--- src/rtl/alu_scheduler.sv ---
// alu_scheduler
//   Round-robin front end that shares one registered 8-bit signed ALU
//   (1-cycle latency) among NUM_REQ requesters. Each requester gets its own
//   held response slot, and only one op per requester can be outstanding.
//
// Ports
//   clock_in, reset_n_in         system clock, synchronous active-low reset
//   req_valid_in/req_ready_out   per-requester request handshake (ready is one-hot)
//   req_opcode_in, req_a_in,     packed per-requester opcode (3b) and signed
//   req_b_in                     operands (8b); requester i at slice i
//   resp_valid_out/resp_ready_in per-requester response slot handshake
//   resp_data_out, resp_err_out  held result / illegal-opcode flag per requester
//   alu_reset_out                ALU reset, combinational copy of ~reset_n_in
//   alu_enable_out, alu_opcode_out,
//   alu_input1_out, alu_input2_out   issue side of the shared ALU
//   alu_result_in                ALU registered output
module alu_scheduler #(
  parameter int NUM_REQ = 4,
  parameter int ID_W    = 2
) (
  input  logic                 clock_in,
  input  logic                 reset_n_in,
  input  logic [NUM_REQ-1:0]   req_valid_in,
  output logic [NUM_REQ-1:0]   req_ready_out,
  input  logic [3*NUM_REQ-1:0] req_opcode_in,
  input  logic [8*NUM_REQ-1:0] req_a_in,
  input  logic [8*NUM_REQ-1:0] req_b_in,
  output logic [NUM_REQ-1:0]   resp_valid_out,
  input  logic [NUM_REQ-1:0]   resp_ready_in,
  output logic [8*NUM_REQ-1:0] resp_data_out,
  output logic [NUM_REQ-1:0]   resp_err_out,
  output logic                 alu_reset_out,
  output logic                 alu_enable_out,
  output logic [2:0]           alu_opcode_out,
  output logic [7:0]           alu_input1_out,
  output logic [7:0]           alu_input2_out,
  input  logic [7:0]           alu_result_in
);

  logic [ID_W-1:0]    ptr;
  logic               tag_valid;
  logic               tag_err;
  logic [ID_W-1:0]    tag_id;
  logic [NUM_REQ-1:0] eligible;
  logic               grant;
  logic [ID_W-1:0]    grant_id;
  logic [31:0]        grant_sel;
  logic [31:0]        tag_sel;
  logic [2:0]         grant_op;
  logic               legal;

  // Index of the k-th requester after position p, wrapping modulo NUM_REQ.
  function automatic logic [ID_W-1:0] wrap_idx(input int p, input int k);
    int s;
    s = p + k;
    if (s >= NUM_REQ) s = s - NUM_REQ;
    return ID_W'(s);
  endfunction

  assign alu_reset_out = ~reset_n_in;

  // The in-flight requester is excluded so its slot cannot be claimed twice
  // before the ALU result lands.
  always_comb begin
    eligible = '0;
    for (int i = 0; i < NUM_REQ; i++) begin
      eligible[i] = req_valid_in[i] & ~resp_valid_out[i] &
                    ~(tag_valid && (tag_id == ID_W'(i)));
    end
  end

  always_comb begin
    grant    = 1'b0;
    grant_id = '0;
    for (int k = 1; k <= NUM_REQ; k++) begin
      if (!grant && eligible[wrap_idx(int'(ptr), k)]) begin
        grant    = 1'b1;
        grant_id = wrap_idx(int'(ptr), k);
      end
    end
    if (!reset_n_in) grant = 1'b0;
  end

  assign grant_sel = 32'(grant_id);
  assign tag_sel   = 32'(tag_id);
  assign grant_op  = req_opcode_in[3*grant_sel +: 3];
  assign legal     = (grant_op <= 3'd4);

  always_comb begin
    req_ready_out  = '0;
    alu_enable_out = 1'b0;
    alu_opcode_out = '0;
    alu_input1_out = '0;
    alu_input2_out = '0;
    if (grant) begin
      req_ready_out[grant_id] = 1'b1;
      // An illegal opcode is still granted (so the requester gets an error
      // response) but the ALU is left idle.
      alu_enable_out = legal;
      alu_opcode_out = grant_op;
      alu_input1_out = req_a_in[8*grant_sel +: 8];
      alu_input2_out = req_b_in[8*grant_sel +: 8];
    end
  end

  always_ff @(posedge clock_in) begin
    if (!reset_n_in) begin
      ptr            <= ID_W'(NUM_REQ - 1);
      tag_valid      <= 1'b0;
      tag_err        <= 1'b0;
      tag_id         <= '0;
      resp_valid_out <= '0;
      resp_data_out  <= '0;
      resp_err_out   <= '0;
    end else begin
      if (grant) begin
        ptr     <= grant_id;
        tag_id  <= grant_id;
        tag_err <= ~legal;
      end
      tag_valid <= grant;

      for (int i = 0; i < NUM_REQ; i++) begin
        if (resp_valid_out[i] && resp_ready_in[i]) begin
          resp_valid_out[i]       <= 1'b0;
          resp_data_out[8*i +: 8] <= '0;
          resp_err_out[i]         <= 1'b0;
        end
      end

      // The tagged slot was empty at grant time, so completion never
      // collides with a consume on the same slot.
      if (tag_valid) begin
        resp_valid_out[tag_id]        <= 1'b1;
        resp_data_out[8*tag_sel +: 8] <= tag_err ? 8'd0 : alu_result_in;
        resp_err_out[tag_id]          <= tag_err;
      end
    end
  end

endmodule

--- config.mk ---
export PLATFORM = sky130hd
export DESIGN_NAME = alu_scheduler
export DESIGN_NICKNAME = d
export VERILOG_FILES = /design/src/rtl/alu_scheduler.sv
export SDC_FILE = /design/constraint.sdc
export NUM_CORES = 1
export LEC_CHECK = 0
export CAP_MARGIN = 20
export CORE_AREA = 2 2 84 86
export DETAILED_ROUTE_END_ITERATION = 6
export DIE_AREA = 0 0 86 88
export PLACE_DENSITY = 0.86
export SKIP_CTS_REPAIR_TIMING = 1
export SLEW_MARGIN = 25
export SYNTH_ARGS = -nofsm -noshare
export SYNTH_HDL_FRONTEND = slang
export SYNTH_SLANG_ARGS = --single-unit
--- constraint.sdc ---
create_clock -name clock_in -period 5.9 [get_ports clock_in]
set_input_delay 1.18 -clock clock_in [delete_from_list [all_inputs] [get_ports clock_in]]
set_output_delay 1.18 -clock clock_in [all_outputs]
set_load 0.05 [all_outputs]
Word-level counts from Yosys, hierarchy flattened
Cells that the tools add are included.
Widths: inputs -> output; s select.
{ "classes": {"eq_ne": 3, "n_reduce_logical": 17, "addsub": 9, "n_shift": 5, "n_mul": 1, "n_bitwise": 19, "order_cmp": 13, "mux": 60} }
{ "ops": {"columns": ["cell", "count"], "rows": [
  ["$mux 8", 11],
  ["$shiftx 32x6->8", 2],
  ["$neg 5->34", 1],
  ["$shift 8x34->32 const A", 1],
  ["$shiftx 8x34->32", 1],
  ["$bwmux 32", 1],
  ["$mux 32", 1],
  ["$mux 1", 28],
  ["$lt 2x3->1 const B", 6],
  ["$mux 2", 8],
  ["$logic_and 1x1->1", 13],
  ["$mux 4", 3],
  ["$shiftx 12x5->3", 1],
  ["$not 1->1", 10],
  ["$ge 3x3->1 const B", 3],
  ["$and 1x1->1", 8],
  ["$bmux 1 s2", 4],
  ["$sub 2x1->2 const B", 4],
  ["$add 2x2->3 const B", 2],
  ["$add 2x3->4 const B", 1],
  ["$bwmux 4", 1],
  ["$demux 1 s2", 2],
  ["$eq 2x2->1 const B", 2],
  ["$ge 2x1->1 const B", 2],
  ["other kinds (9)", 11]
]} }
{ "totals": {"register_bits": 46, "in_bits": 94, "elab_cells": 134} }

Depth between registers and ports, before layout
{ "depth": {"depth_word": 21, "ltp_mapped": 11, "depth_no_buf": 9} }

Worst setup path after synthesis
No wires, ideal clock.
{ "synth_path": {"path_kind": "input to output", "start": "input port req_valid_in[3]", "end": "output port req_ready_out[2]", "setup_slack_ns": 0.326, "n_path_buf": 1, "cell_stages": 5, "t_arrival_ns": 4.394, "path_cell_list": "nand2b_1 > nor4b_2 > o31ai_2 > buf_2 > a2111oi_0"} }
{ "synth_between": {"elab_chain_len": 19, "word_cells_on_any_way": 31, "cone_classes": "2 x order compare; 20 x mux; 2 x bitwise; 7 x reduce/logical"} }
{ "synth_rtl": {"columns": ["element", "line_no", "text"], "rows": [
  ["start, declared", "23", "input logic [NUM_REQ-1:0] req_valid_in,"],
  ["$and 1x1->1 (*) (2 in a row)", "67", "eligible[i] = req_valid_in[i] & ~resp_valid_out[i] &"],
  ["$bmux 1 s2", "76", "if (!grant && eligible[wrap_idx(int'(ptr), k)]) begin"],
  ["$mux 1 (not written as such)", "76", null],
  ["$mux 1", "76", null],
  ["$logic_not 1->1", "76", null],
  ["$logic_and 1x1->1", "76", null],
  ["$mux 1", "76", null],
  ["$logic_not 1->1", "76", null],
  ["[2 not listed]", null, null],
  ["$logic_not 1->1", "76", null],
  ["$logic_and 1x1->1", "76", null],
  ["$mux 2", "76", null],
  ["$lt 2x3->1 (not written as such) or $ge 2x1->1 (tied branches)", "96", "req_ready_out[grant_id] = 1'b1;"],
  ["$logic_and 1x1->1 (not written as such)", "96", null],
  ["$mux 1 (not written as such)", "96", null],
  ["$demux 1 s2", "96", null],
  ["$mux 4 (*)", "95", "if (grant) begin"],
  ["end, declared", "24", "output logic [NUM_REQ-1:0] req_ready_out,"]
]} }
Every way passes the cells marked *; elsewhere a longest branch is shown, timed or not. The select of a mux whose other input is x is not followed.

Final worst setup path
{ "layout_path": {"start": "input port req_valid_in[3]", "end": "output port alu_input2_out[2]"} }
{ "layout_between": {"elab_chain_len": 16, "word_cells_on_any_way": 27, "cone_classes": "1 x shift; 18 x mux; 2 x bitwise; 6 x reduce/logical"} }
{ "layout_rtl": {"columns": ["element", "line_no", "text"], "rows": [
  ["$and 1x1->1 (*) (2 in a row)", "67", null],
  ["$bmux 1 s2", "76", null],
  ["$mux 1 (not written as such)", "76", null],
  ["$mux 1", "76", null],
  ["$logic_not 1->1", "76", null],
  ["$logic_and 1x1->1", "76", null],
  ["$mux 1", "76", null],
  ["$logic_not 1->1", "76", null],
  ["$logic_and 1x1->1", "76", null],
  ["$mux 1", "76", null],
  ["$logic_not 1->1", "76", null],
  ["$logic_and 1x1->1", "76", null],
  ["$mux 2 or $mux 1 (tied branches)", "76", null],
  ["$shiftx 32x6->8 or $mux 1 (tied branches)", "102, 81", null],
  ["$mux 8 (*)", "95", null],
  ["end, declared", "36", "output logic [7:0] alu_input2_out,"]
]} }
Marked as above.

==> impl_metrics.json <==
{
  "synth_seq_cells": 46,
  "final_antenna_net_count": 0,
  "synthesis.area_um2": 2580,
  "cp.arrival_ps": 4080,
  "grtUsageMet1_pct": 24.50,
  "synth_edf_count": 0,
  "grt_pass1_wl_um": 13930,
  "worstReg2RegStart": "tag_id[0]$_SDFFE_PN0P_",
  "rows": 30,
  "htreeDepth": 2,
  "violations": "DRC",
  "wl_um": 8778,
  "antenna_found_initial": 0,
  "firstDrtPassIters": 6,
  "grt_max_degree": 43,
  "postPlaceCellArea_um2": 4193,
  "synthTopCellsByArea": "dfxtp_1, a22oi_1, nor2_1",
  "tritoncts": "built",
  "reg2reg_slack_ps": 3180,
  "drt-initial-drc-count": 108,
  "cts_buffers": 5,
  "ys_seq_area_share_pct": 35.69,
  "drive_above_1_share_pct": 9.598,
  "fin_area_um2": 4299,
  "ys_warn_count": 0,
  "outcome": "complete, but fails checks",
  "hold_start": "resp_err_out[1]$_SDFF_PN0_",
  "initial_core_util_pct": 38.83,
  "grt_usage_pct": 23.16,
  "die_x_um": 86,
  "timing.fmax_mhz": 190.0,
  "synthArstFlopShare_pct": 0,
  "num_vias": 2891,
  "synthCells": 296,
  "hold_class": "flip-flop to flip-flop",
  "vdd_ir_drop_max_mv": 0.1537,
  "cp-start-kind": "input port",
  "worstPathRequired_ps": 4720,
  "die_area_um2": 7568,
  "busiest_layer": "met2",
  "hold_viol": 0,
  "min_to": "resp_err_out[1]$_SDFF_PN0_",
  "cp_max_fo": 28,
  "finClkSkew_ps": 2.896,
  "synth_nets": 394,
  "die_h_um": 88,
  "fin_crit_sh_pct": 89.20,
  "port_buffers": 158,
  "grt_util_met3_pct": 7.540,
  "critPathMostFrequentCell": "clkdlybuf4s50_1",
  "finalCriticalPeriod_ps": 5263,
  "layout.nets": 545,
  "worstReg2RegEnd": "tag_err$_SDFFE_PN0P_",
  "place.gp.congestion": 0.8250,
  "whs_path_depth": 2,
  "ys_types": 46,
  "slowest_stage": "clkdlybuf4s50_1",
  "antennaDiodeCount": 0,
  "vias_per_cell": 5.475,
  "clk_latency_ps": 280,
  "design.core.area_um2": 6644,
  "ys.flop_type": "dfxtp_1",
  "tightest_slew_ps": 943.9,
  "clkTransAtPathRegs_ps": 80,
  "relSlewSlack_pct": 36.59,
  "syn_area_per_cell_um2": 8.716,
  "p_leak_nw": 1.619,
  "clock_sinks": 46,
  "grt_pass1_vias": 2872,
  "drv_slew": 0,
  "area_growth_pct": 66.63,
  "avgRoutedWirePerCell_um": 16.63,
  "ctsLongestPathBuffers": 2,
  "crit_path_cell_trace": "clkdlybuf4s50_1, nand2b_1, nor4b_2, a221o_2, nor2_4, buf_12, mux2_2, nor2_1, a211oi_1, clkdlybuf4s50_1",
  "crit_type": "input port to primary output",
  "grt_remaining_overflow": 0,
  "cap_violations": 0,
  "use_met2_pct": 43.76,
  "ios": 159,
  "yosys.area.top_type": "dfxtp_1",
  "power_density_nw_per_um2": 264.8,
  "yosysTopAreaCellShare_pct": 35.69,
  "dp_hpwl_um": 6928,
  "slowest_delay_ps": 860,
  "worstSetupEndpointType": "primary output",
  "rsz0062_at_grt": "false",
  "cts_root_buf": "clkbuf_8",
  "setup_viol": 0,
  "drc": 1,
  "reg2regPathDepth": 9,
  "finalSetupTns_ps": 0
}
-- registers in the layout, summed over array words and instances (netlist names) --
signal and cells:
resp_err_out 4, tag_err 1, resp_valid_out 4, resp_data_out 32, ptr 2, tag_valid 1, tag_id 2
-- placed cells by master (no fill, tap or decap), types with 5 or more instances in the layout --
master,count
mux2_2,16
a211oi_1,18
nor2_1,56
nand2b_1,6
dfxtp_1,46
mux2i_1,19
buf_4,13
a22oi_1,35
clkbuf_8,5
nand2_1,10
nor2b_1,10
a21oi_1,10
clkdlybuf4s50_1,149
-- cells by family after synthesis --
logic type / count (synthesis) / share of synthesized area, %
compound gates: 84 / 24.01
fa+ha+maj: 4 / 1.940
buf+inv: 24 / 4.995
mux: 35 / 14.35
flops: 46 / 35.69
simple gates: 103 / 19.01
-- critical path, delay by kind of cell --
family | cells | cell delay [ps]
buf+inv | 3 | 1480
compound gates | 2 | 500
simple gates | 4 | 670
mux | 1 | 230
-- report_power, final --
part / leakage [nW] / switching, W / internal (W) / total (W)
logic: 1.19 / 0.000335 / 0.000231 / 0.000566
registers: 0.373 / 0.0000229 / 0.000326 / 0.000348
clock network: 0.0524 / 0.0000971 / 0.000127 / 0.000224
-- worst max-delay path by stage --
stage,slack (ps),to,from,cells past startpoint
floorplan,330,req_ready_out[2],req_valid_in[3],5
global placement,720,alu_input1_out[4],req_valid_in[0],10
detailed placement,650,alu_input1_out[7],req_valid_in[3],10
CTS,620,alu_input1_out[0],req_valid_in[3],10
global route,430,alu_opcode_out[1],req_valid_in[1],9
finish,640,alu_input2_out[2],req_valid_in[3],10
-- metal layers --
layer	share of wire (%)	vias up
li1	-	1389
met1	36	1340
met2	52	148
met3	10	14
met4	1.7	0
met5	0	-
-- cell type report --
| class | count | area, um2 |
|---|---|---|
| clock inverters | 1 | 30.03 |
| flip-flops and latches | 46 | 920.9 |
| fillers | 535 | 2345 |
| clock buffers | 7 | 76.32 |
| inverters | 5 | 18.77 |
| well taps | 80 | 100.1 |
| repair buffers | 163 | 1609 |
| multi-input cells | 226 | 1544 |
-- synth_stat cells, types with 4 or more instances --
library cell,count
and3_1,4
clkbuf_1,8
dfxtp_1,46
nand2_1,10
ha_1,4
a211oi_1,18
nor3_1,4
nor2_1,56
nand2b_1,6
a22oi_1,35
mux2i_1,19
a21oi_1,10
buf_2,6
a32oi_1,4
inv_1,4
mux2_2,16
o21ai_0,4
nor2b_1,10
-- metrics by stage --
stage                     cells  utilization, %  hold WS, ps  power (W)  setup slack, ps
after floorplan             296               -        469.2  0.0007319            325.6
after global placement      520           63.11        464.3  0.0009097            717.4
after detailed placement    520           63.11        475.3  0.0009210            649.6
after CTS                   528           64.71        496.9   0.001144            622.2
after global routing        528           64.71        525.8   0.001200            427.1
final                       528           64.71        498.4   0.001138            637.5
Note: power is estimated with default switching activity, not from simulation.
